$ cat config.mk
export PLATFORM = sky130hd
export DESIGN_NAME = dac_spi_tx
export DESIGN_NICKNAME = d
export VERILOG_FILES = /design/src/rtl/dac_spi_tx_pkg.sv /design/src/rtl/dac_spi_tx.sv
export SDC_FILE = /design/constraint.sdc
export NUM_CORES = 1
export LEC_CHECK = 0
export BUFFER_PORTS_ARGS = -buffer_cell sky130_fd_sc_hd__buf_2
export CAP_MARGIN = 20
export CORE_MARGIN = 2
export CORE_UTILIZATION = 45
export DETAILED_ROUTE_END_ITERATION = 10
export GPL_TIMING_DRIVEN = 0
export PLACE_DENSITY_LB_ADDON = 0.2
export SLEW_MARGIN = 20
export SYNTH_ARGS = -nofsm -noshare
export SYNTH_HDL_FRONTEND = slang
export SYNTH_SLANG_ARGS = --single-unit
$ cat constraint.sdc
create_clock -name clk -period 4.9 [get_ports clk]
set_input_delay 0.49 -clock clk [delete_from_list [all_inputs] [get_ports clk]]
set_output_delay 0.49 -clock clk [all_outputs]
set_load 0.05 [all_outputs]
$ cat src/rtl/dac_spi_tx_pkg.sv
// Shared types and default frame constants for the serial DAC transmitter
// (TLC5615-class target: 12-bit frame, 8-bit sample, no leading zeros).
package dac_spi_tx_pkg;

    typedef enum logic [1:0] {
        ST_IDLE  = 2'd0,
        ST_SHIFT = 2'd1,
        ST_GAP   = 2'd2
    } dac_state_e;

    localparam int DEF_DATA_W  = 8;
    localparam int DEF_FRAME_W = 12;
    localparam int DEF_LEAD_W  = 0;
    localparam int DEF_CLK_DIV = 2;
    localparam int DEF_CS_GAP  = 2;

    // Bits needed to hold 0..count-1, never narrower than one bit.
    function automatic int cnt_w(input int count);
        return (count > 1) ? $clog2(count) : 1;
    endfunction

endpackage

$ cat src/rtl/dac_spi_tx.sv
// Serialises one sample per frame to a 3-wire serial DAC (CS_N, SCLK, DIN),
// MSB first, DIN launched on SCLK falling edges and sampled by the DAC on rising.
module dac_spi_tx
    import dac_spi_tx_pkg::*;
#(
    parameter int DATA_W  = DEF_DATA_W,
    parameter int FRAME_W = DEF_FRAME_W,
    parameter int LEAD_W  = DEF_LEAD_W,
    parameter int CLK_DIV = DEF_CLK_DIV,
    parameter int CS_GAP  = DEF_CS_GAP
) (
    input  logic              clk,
    input  logic              rst_n,
    input  logic [DATA_W-1:0] sample_in,
    input  logic              sample_valid,
    output logic              ready,
    output logic              dac_cs_n,
    output logic              dac_sclk,
    output logic              dac_din,
    output logic              frame_done
);

    localparam int TAIL_W = FRAME_W - LEAD_W - DATA_W;
    localparam int DIV_W  = cnt_w(CLK_DIV);
    localparam int BIT_W  = cnt_w(FRAME_W);
    localparam int GAP_W  = cnt_w(CS_GAP);

    localparam logic [DIV_W-1:0] DIV_LAST = DIV_W'(CLK_DIV - 1);
    localparam logic [BIT_W-1:0] BIT_LAST = BIT_W'(FRAME_W - 1);
    localparam logic [GAP_W-1:0] GAP_LAST = GAP_W'(CS_GAP - 1);

    dac_state_e         state_reg, state_next;
    logic [FRAME_W-1:0] shift_reg, shift_next;
    logic [DIV_W-1:0]   div_reg, div_next;
    logic [BIT_W-1:0]   bit_reg, bit_next;
    logic [GAP_W-1:0]   gap_reg, gap_next;
    logic               cs_n_reg, cs_n_next;
    logic               sclk_reg, sclk_next;
    logic               din_reg, din_next;
    logic               done_reg, done_next;

    logic [FRAME_W-1:0] frame_word;
    logic [FRAME_W-1:0] shifted;

    // Zero-extending then shifting left by the tail width leaves LEAD_W zeros on top.
    assign frame_word = FRAME_W'(sample_in) << TAIL_W;
    assign shifted    = shift_reg << 1;

    always_ff @(posedge clk or negedge rst_n) begin
        if (!rst_n) begin
            state_reg <= ST_IDLE;
            shift_reg <= '0;
            div_reg   <= '0;
            bit_reg   <= '0;
            gap_reg   <= '0;
            cs_n_reg  <= 1'b1;
            sclk_reg  <= 1'b0;
            din_reg   <= 1'b0;
            done_reg  <= 1'b0;
        end else begin
            state_reg <= state_next;
            shift_reg <= shift_next;
            div_reg   <= div_next;
            bit_reg   <= bit_next;
            gap_reg   <= gap_next;
            cs_n_reg  <= cs_n_next;
            sclk_reg  <= sclk_next;
            din_reg   <= din_next;
            done_reg  <= done_next;
        end
    end

    always_comb begin
        state_next = state_reg;
        shift_next = shift_reg;
        div_next   = div_reg;
        bit_next   = bit_reg;
        gap_next   = gap_reg;
        cs_n_next  = cs_n_reg;
        sclk_next  = sclk_reg;
        din_next   = din_reg;
        done_next  = 1'b0;

        case (state_reg)
            ST_IDLE: begin
                if (sample_valid) begin
                    shift_next = frame_word;
                    cs_n_next  = 1'b0;
                    sclk_next  = 1'b0;
                    din_next   = frame_word[FRAME_W-1];
                    div_next   = '0;
                    bit_next   = '0;
                    state_next = ST_SHIFT;
                end
            end

            ST_SHIFT: begin
                if (div_reg == DIV_LAST) begin
                    div_next  = '0;
                    sclk_next = ~sclk_reg;
                    // Only the falling toggle moves data; the rising one is the DAC's sample point.
                    if (sclk_reg) begin
                        if (bit_reg == BIT_LAST) begin
                            cs_n_next  = 1'b1;
                            din_next   = 1'b0;
                            done_next  = 1'b1;
                            gap_next   = '0;
                            state_next = ST_GAP;
                        end else begin
                            bit_next   = bit_reg + 1'b1;
                            shift_next = shifted;
                            din_next   = shifted[FRAME_W-1];
                        end
                    end
                end else begin
                    div_next = div_reg + 1'b1;
                end
            end

            ST_GAP: begin
                if (gap_reg == GAP_LAST) begin
                    state_next = ST_IDLE;
                end else begin
                    gap_next = gap_reg + 1'b1;
                end
            end

            default: state_next = ST_IDLE;
        endcase
    end

    assign ready      = (state_reg == ST_IDLE);
    assign dac_cs_n   = cs_n_reg;
    assign dac_sclk   = sclk_reg;
    assign dac_din    = din_reg;
    assign frame_done = done_reg;

endmodule
* Word-level counts from Yosys, hierarchy flattened *
Index checks and enable logic that the tools add are counted.

storage, ports and cells
  bits in registers = 23
  input bits = 11
  output and inout port bits = 5

cells by class
  $add $sub $neg = 3
  equal/unequal tests = 9
  mux-type cells = 39
  bitwise operators = 1
  reductions and logical operators = 10

operator list
  kind                   count
  $mux W11               4
  $pmux W11 S2           1
  $mux W1                18
  $mux W4                4
  $reduce_and A5 Y1      3
  $ne A2 B2 Y1 const B   6
  $mux W2                5
  $pmux W1 S2            5
  $pmux W4 S2            1
  $reduce_and A4 Y1      2
  $pmux W2 S3            1
  $add A4 B1 Y4 const B  1
  $eq A4 B4 Y1 const B   1
  $reduce_bool A2 Y1     2
  $reduce_and A3 Y1      1
  $add A1 B1 Y1 const B  2
  $eq A2 B1 Y1 const B   1
  $eq A2 B2 Y1 const B   1
  $logic_not A2 Y1       1
  $reduce_and A2 Y1      1
  $not A1 Y1             1

* Logic depth before layout (Yosys ltp) *
  depth after elaboration = 5
  depth in mapped cells = 6
  depth with buffers taken out = 5

* Least setup slack after synthesis *
OpenSTA, ideal clock, no wires.

  path kind = register to register
  start = reg sclk_reg (netlist: dac_sclk)
  end = reg shift_reg[10]
  setup time = 0.125 ns
  arrival time = 1.686 ns
  path slack = 3.089 ns
  stages on the path, launching flop included = 5
  path buffers = 1
  clock period less this slack = 1.811 ns
  cell sequence = dfrtp_1 -> and4b_1 -> buf_2 -> a2bb2oi_4 -> mux2_2

on the way
  word-level cells in the longest chain between the ends = 2

RTL lines
  item                                line              source
  start, declared                     dac_spi_tx.sv:38  logic sclk_reg, sclk_next;
  start signal, assigned              dac_spi_tx.sv:67  sclk_reg <= sclk_next;
  $ne A2 B2 Y1 (no source line)       n/a
  $reduce_and A5 Y1 (no source line)  n/a
  end signal, assigned                dac_spi_tx.sv:62  shift_reg <= shift_next;
  end, declared                       dac_spi_tx.sv:33  logic [FRAME_W-1:0] shift_reg, shift_next;

No other way between the ends.
A chain may end at the register's enable or synchronous reset.

* Worst setup path in the final report *
  start = reg state_reg[0]
  end = reg shift_reg[9]

on the way
  word-level cells in the longest chain between the ends = 3

RTL lines
  item                                                                 line              source
  start, declared                                                      dac_spi_tx.sv:32  dac_state_e state_reg, state_next;
  start signal, assigned                                               dac_spi_tx.sv:61  state_reg <= state_next;
  $eq A2 B1 Y1 or $logic_not A2 Y1 (tied branches)                     dac_spi_tx.sv:84  case (state_reg)
  $ne A2 B2 Y1 (no source line) or $reduce_bool A2 Y1 (tied branches)  n/a
  $reduce_and A5 Y1 (no source line)                                   n/a

Parallel ways exist; a longest one is shown, timed or not.

==> impl_results.md <==
* Antenna Nets Post-Route at 0
* Clk_skew at 0.002682 ns
* Count of buffers from port buffering at 15
* Share of post-route cells with drive strength above 1 at 0.3814
* Yosys top cell by area: sky130_fd_sc_hd__dfrtp_1
* Cell family with most CP delay: simple AND/OR/NAND/NOR gates
* Most used routing layer in global routing: met2
* Static leakage power at 0.5162 nW
* Worst hold slack after final layout at 0.1161 ns
* Number of violations of the max-capacitance limit at 0
* Fraction of post-synthesis cell area in the top cell type by area at 0.4806
* Overall power at 660.3 uW
* Overall global routing resource usage at 0.1582
* Kind of capture point of the worst setup path: register
* Wire per inst at 13.46 microns
* CTS Buf Count at 3
* Hpwl dp at 1230 microns
* Pin count of the biggest net entering global routing at 20
* Setup bufs post-CTS at 0
* I/O Pins at 16
* First-pass GRT wire length at 2987 microns
* Setup TNS at 0 ns
* Final period demand of the worst path at 1.773 ns
* Critical path data required time at 5.08 ns
* Slack of the critical path at 3.127 ns
* Root Buffer: sky130_fd_sc_hd__clkbuf_4
* Critical path arrival at 1.96 ns
* Syn Nets at 90
* Via count at 651
* Non-filler instance count after layout at 124
* Critical path's slowest cell: sky130_fd_sc_hd__nor3b_2
* Count of yosys warnings during synthesis at 0
* Maximum level of the CTS H-tree at 1
* Placeable Area at 1962 sq um
* Dominant cells by area after synthesis: sky130_fd_sc_hd__dfrtp_1 (48%), sky130_fd_sc_hd__mux2_2 (16%), sky130_fd_sc_hd__o21ai_0 (3.2%), sky130_fd_sc_hd__a2bb2oi_4 (2.8%), sky130_fd_sc_hd__dfstp_2 (2.8%)
* Total global routing overflow at 0
* Worst-Margin Slew at 0.5001 ns
* Critical-path maximum fanout at 10
* Sink count of the clock tree at 19
* Sequential fraction of the synthesis area at 0.5087
* Area of the mapped netlist at 937.1 sq um
* TritonRoute pass-1 iters at 2
* Number of pins exceeding their max-slew limit in the final report at 0
* Clock transition at path regs at 0.10 ns
* Post-placement worst setup slack at 3.039 ns
* Final number of hold-violating endpoints at 0
* Total setup violations reported at the end of the flow at 0
* Cells after synthesis at 78
* Number of global-route vias before repair at 685
* Count of fill cells added during filler insertion at 207
* Area taken by flip-flops and latches at 476.7 sq um
* Status: finished clean
* Initial core utilization at 0.4777
* Startpoint Class: register
* Post-route standard cell area excluding fillers at 1072 sq um
* Cell-by-cell listing of the critical path: buf_6 -> nor3b_2 -> a2bb2oi_4 -> mux2_2
* Achievable Freq at 0.5642 GHz
* Final core area utilization at 0.5466
* Mean instance size in the synthesized netlist at 12.01 sq um
* Die area at 2464 sq um
* Routability-driven placement congestion ratio at 0.8333
* Total buffers and inverters traversed by the critical path at 1
* Worst hold-check path type: in -> async
* Cell total after placement at 120
* VDD IR max at 275.5 uV
* Total Wirelength at 1669 microns
* Met2 routing resource usage after global routing at 0.2511
* Met1 track demand over resource in global routing at 0.2114
* Cts-stage hold buffer count at 0
* Row cnt at 16
* Syn-to-layout area delta at 14.42%
* Max clock buf depth at 2
* Remaining max-slew budget at the tightest pin at 0.6652
* Unrepaired setup endpoints after global routing: no
* Number of antenna violations at the first check in global routing at 0
* Initial DRC Count at 2
* Chip height at 49.64 microns
* Crit share post-route at 0.3617
* Cell area reported after detailed placement at 1046 sq um
* Stage delay of the slowest cell on the critical path at 0.45 ns
* Classification of the worst setup path: reg -> reg
* Distinct cells, synth at 30
* #FFs+latches synth at 19
* Area taken by multi-input logic gates at 412.9 sq um
* PostCTS Resize Cnt at 0
* Vias per std cell at 5.250
* Number of nets in the layout at 110
* Max FFs per register at 7
* Floorplan die width at 49.64 microns
* Final antenna diode count at 0
* Met3 usage at 0.01818
* Total power divided by cell area at 615.8 nW/um^2
* Worst-skew pair later-pin latency at 0.29 ns
* Number of remaining DRC errors at 0
* Clock tree from TritonCTS: yes
cell usage after synthesis:
cell type and instances:
sky130_fd_sc_hd__mux2i_1 1, sky130_fd_sc_hd__inv_1 7, sky130_fd_sc_hd__nand3b_1 1, sky130_fd_sc_hd__and4b_1 1, sky130_fd_sc_hd__a31oi_1 1, sky130_fd_sc_hd__nor2b_1 2
sky130_fd_sc_hd__buf_6 1, sky130_fd_sc_hd__o31a_1 1, sky130_fd_sc_hd__a21o_1 1, sky130_fd_sc_hd__buf_2 2, sky130_fd_sc_hd__or4bb_1 1, sky130_fd_sc_hd__o22ai_1 1
sky130_fd_sc_hd__nand2_1 2, sky130_fd_sc_hd__nand3_1 3, sky130_fd_sc_hd__nor3b_2 1, sky130_fd_sc_hd__nor2_1 2, sky130_fd_sc_hd__a41oi_1 1, sky130_fd_sc_hd__dfrtp_1 18
sky130_fd_sc_hd__mux2_2 13, sky130_fd_sc_hd__o21bai_1 1, sky130_fd_sc_hd__dfstp_2 1, sky130_fd_sc_hd__nand2b_1 2, sky130_fd_sc_hd__o31ai_1 1, sky130_fd_sc_hd__ha_1 1
sky130_fd_sc_hd__o21ai_0 6, sky130_fd_sc_hd__or3_1 1, sky130_fd_sc_hd__and3b_1 1, sky130_fd_sc_hd__and3_1 1, sky130_fd_sc_hd__a2bb2oi_4 1, sky130_fd_sc_hd__a22o_1 2
where the power goes:
part / internal [mW] / switching (mW) / total [mW]
logic: 0.152 / 0.170 / 0.322
registers: 0.219 / 0.0431 / 0.262
clock network: 0.0317 / 0.0452 / 0.0769
total: 0.402 / 0.258 / 0.660
kinds of logic after synthesis:
family,count (synthesis),share of synthesized area
adders and majority gates,1,0.01335
muxes,14,0.1669
DFF,19,0.5087
AOI/OAI and AO/OA,16,0.1349
and+or+nand+nor,18,0.1255
buffers and inverters,10,0.05074
layer usage:
metal	wire (microns)	part of all wire	vias to the layer above
met5	0	0	-
met4	37	0.022	0
met3	55	0.033	5
met2	835	0.50	13
met1	740	0.44	315
li1	-	-	318
path summary, 6_finish.rpt:
path / start / endpoint / slack (ns) / depth (start not counted)
max: state_reg[0] / shift_reg[9] / 3.13 / 4
max in group asynchronous: rst_n / dac_cs_n / 4.46 / 1
min reg2reg: gap_reg / state_reg[1] / 0.48 / 1
min in group clk: sample_in[0] / shift_reg[4] / 0.41 / 3
min: rst_n / dac_sclk / 0.12 / 1
max reg2reg: state_reg[0] / shift_reg[9] / 3.13 / 4
final cells by class:
type | count | share of cell area
well taps | 27 | 0.03151
flip-flops and latches | 19 | 0.4446
repair buffers | 15 | 0.07001
clock buffers | 4 | 0.02450
inverters | 7 | 0.02450
multi-input cells | 49 | 0.3851
plain buffers | 3 | 0.01984
worst register-to-register path, delay by kind of cell, from the launching register on:
family                 cells  cell delay [ns]
AOI/OAI and AO/OA          1             0.31
buffers and inverters      1             0.14
DFF                        1             0.39
muxes                      1             0.38
and+or+nand+nor            1             0.46
layout by cell type (no fill, tap or decap):
cell | netlist | routed
sky130_fd_sc_hd__a22o_1 | 2 | 2
sky130_fd_sc_hd__and3_1 | 1 | 1
sky130_fd_sc_hd__and4b_1 | 1 | 1
sky130_fd_sc_hd__o31a_1 | 1 | 1
sky130_fd_sc_hd__ha_1 | 1 | 1
sky130_fd_sc_hd__mux2_2 | 13 | 13
sky130_fd_sc_hd__buf_6 | 1 | 1
sky130_fd_sc_hd__nor3b_2 | 1 | 1
sky130_fd_sc_hd__clkbuf_4 | 0 | 3
sky130_fd_sc_hd__nor2b_1 | 2 | 2
sky130_fd_sc_hd__a41oi_1 | 1 | 1
sky130_fd_sc_hd__nand2b_1 | 2 | 2
sky130_fd_sc_hd__a2bb2oi_4 | 1 | 1
sky130_fd_sc_hd__nor2_1 | 2 | 2
sky130_fd_sc_hd__o21ai_0 | 6 | 6
sky130_fd_sc_hd__nand3b_1 | 1 | 1
sky130_fd_sc_hd__nand2_1 | 2 | 2
sky130_fd_sc_hd__a31oi_1 | 1 | 1
sky130_fd_sc_hd__or4bb_1 | 1 | 1
sky130_fd_sc_hd__o22ai_1 | 1 | 1
sky130_fd_sc_hd__or3_1 | 1 | 1
sky130_fd_sc_hd__a21o_1 | 1 | 1
sky130_fd_sc_hd__o31ai_1 | 1 | 1
sky130_fd_sc_hd__dfrtp_1 | 18 | 18
sky130_fd_sc_hd__mux2i_1 | 1 | 1
sky130_fd_sc_hd__and3b_1 | 1 | 1
sky130_fd_sc_hd__buf_2 | 2 | 17
sky130_fd_sc_hd__clkbuf_1 | 0 | 1
sky130_fd_sc_hd__nand3_1 | 3 | 3
sky130_fd_sc_hd__inv_1 | 7 | 7
sky130_fd_sc_hd__o21bai_1 | 1 | 1
sky130_fd_sc_hd__dfstp_2 | 1 | 1
No activity file was read; power rests on OpenSTA's default activity.
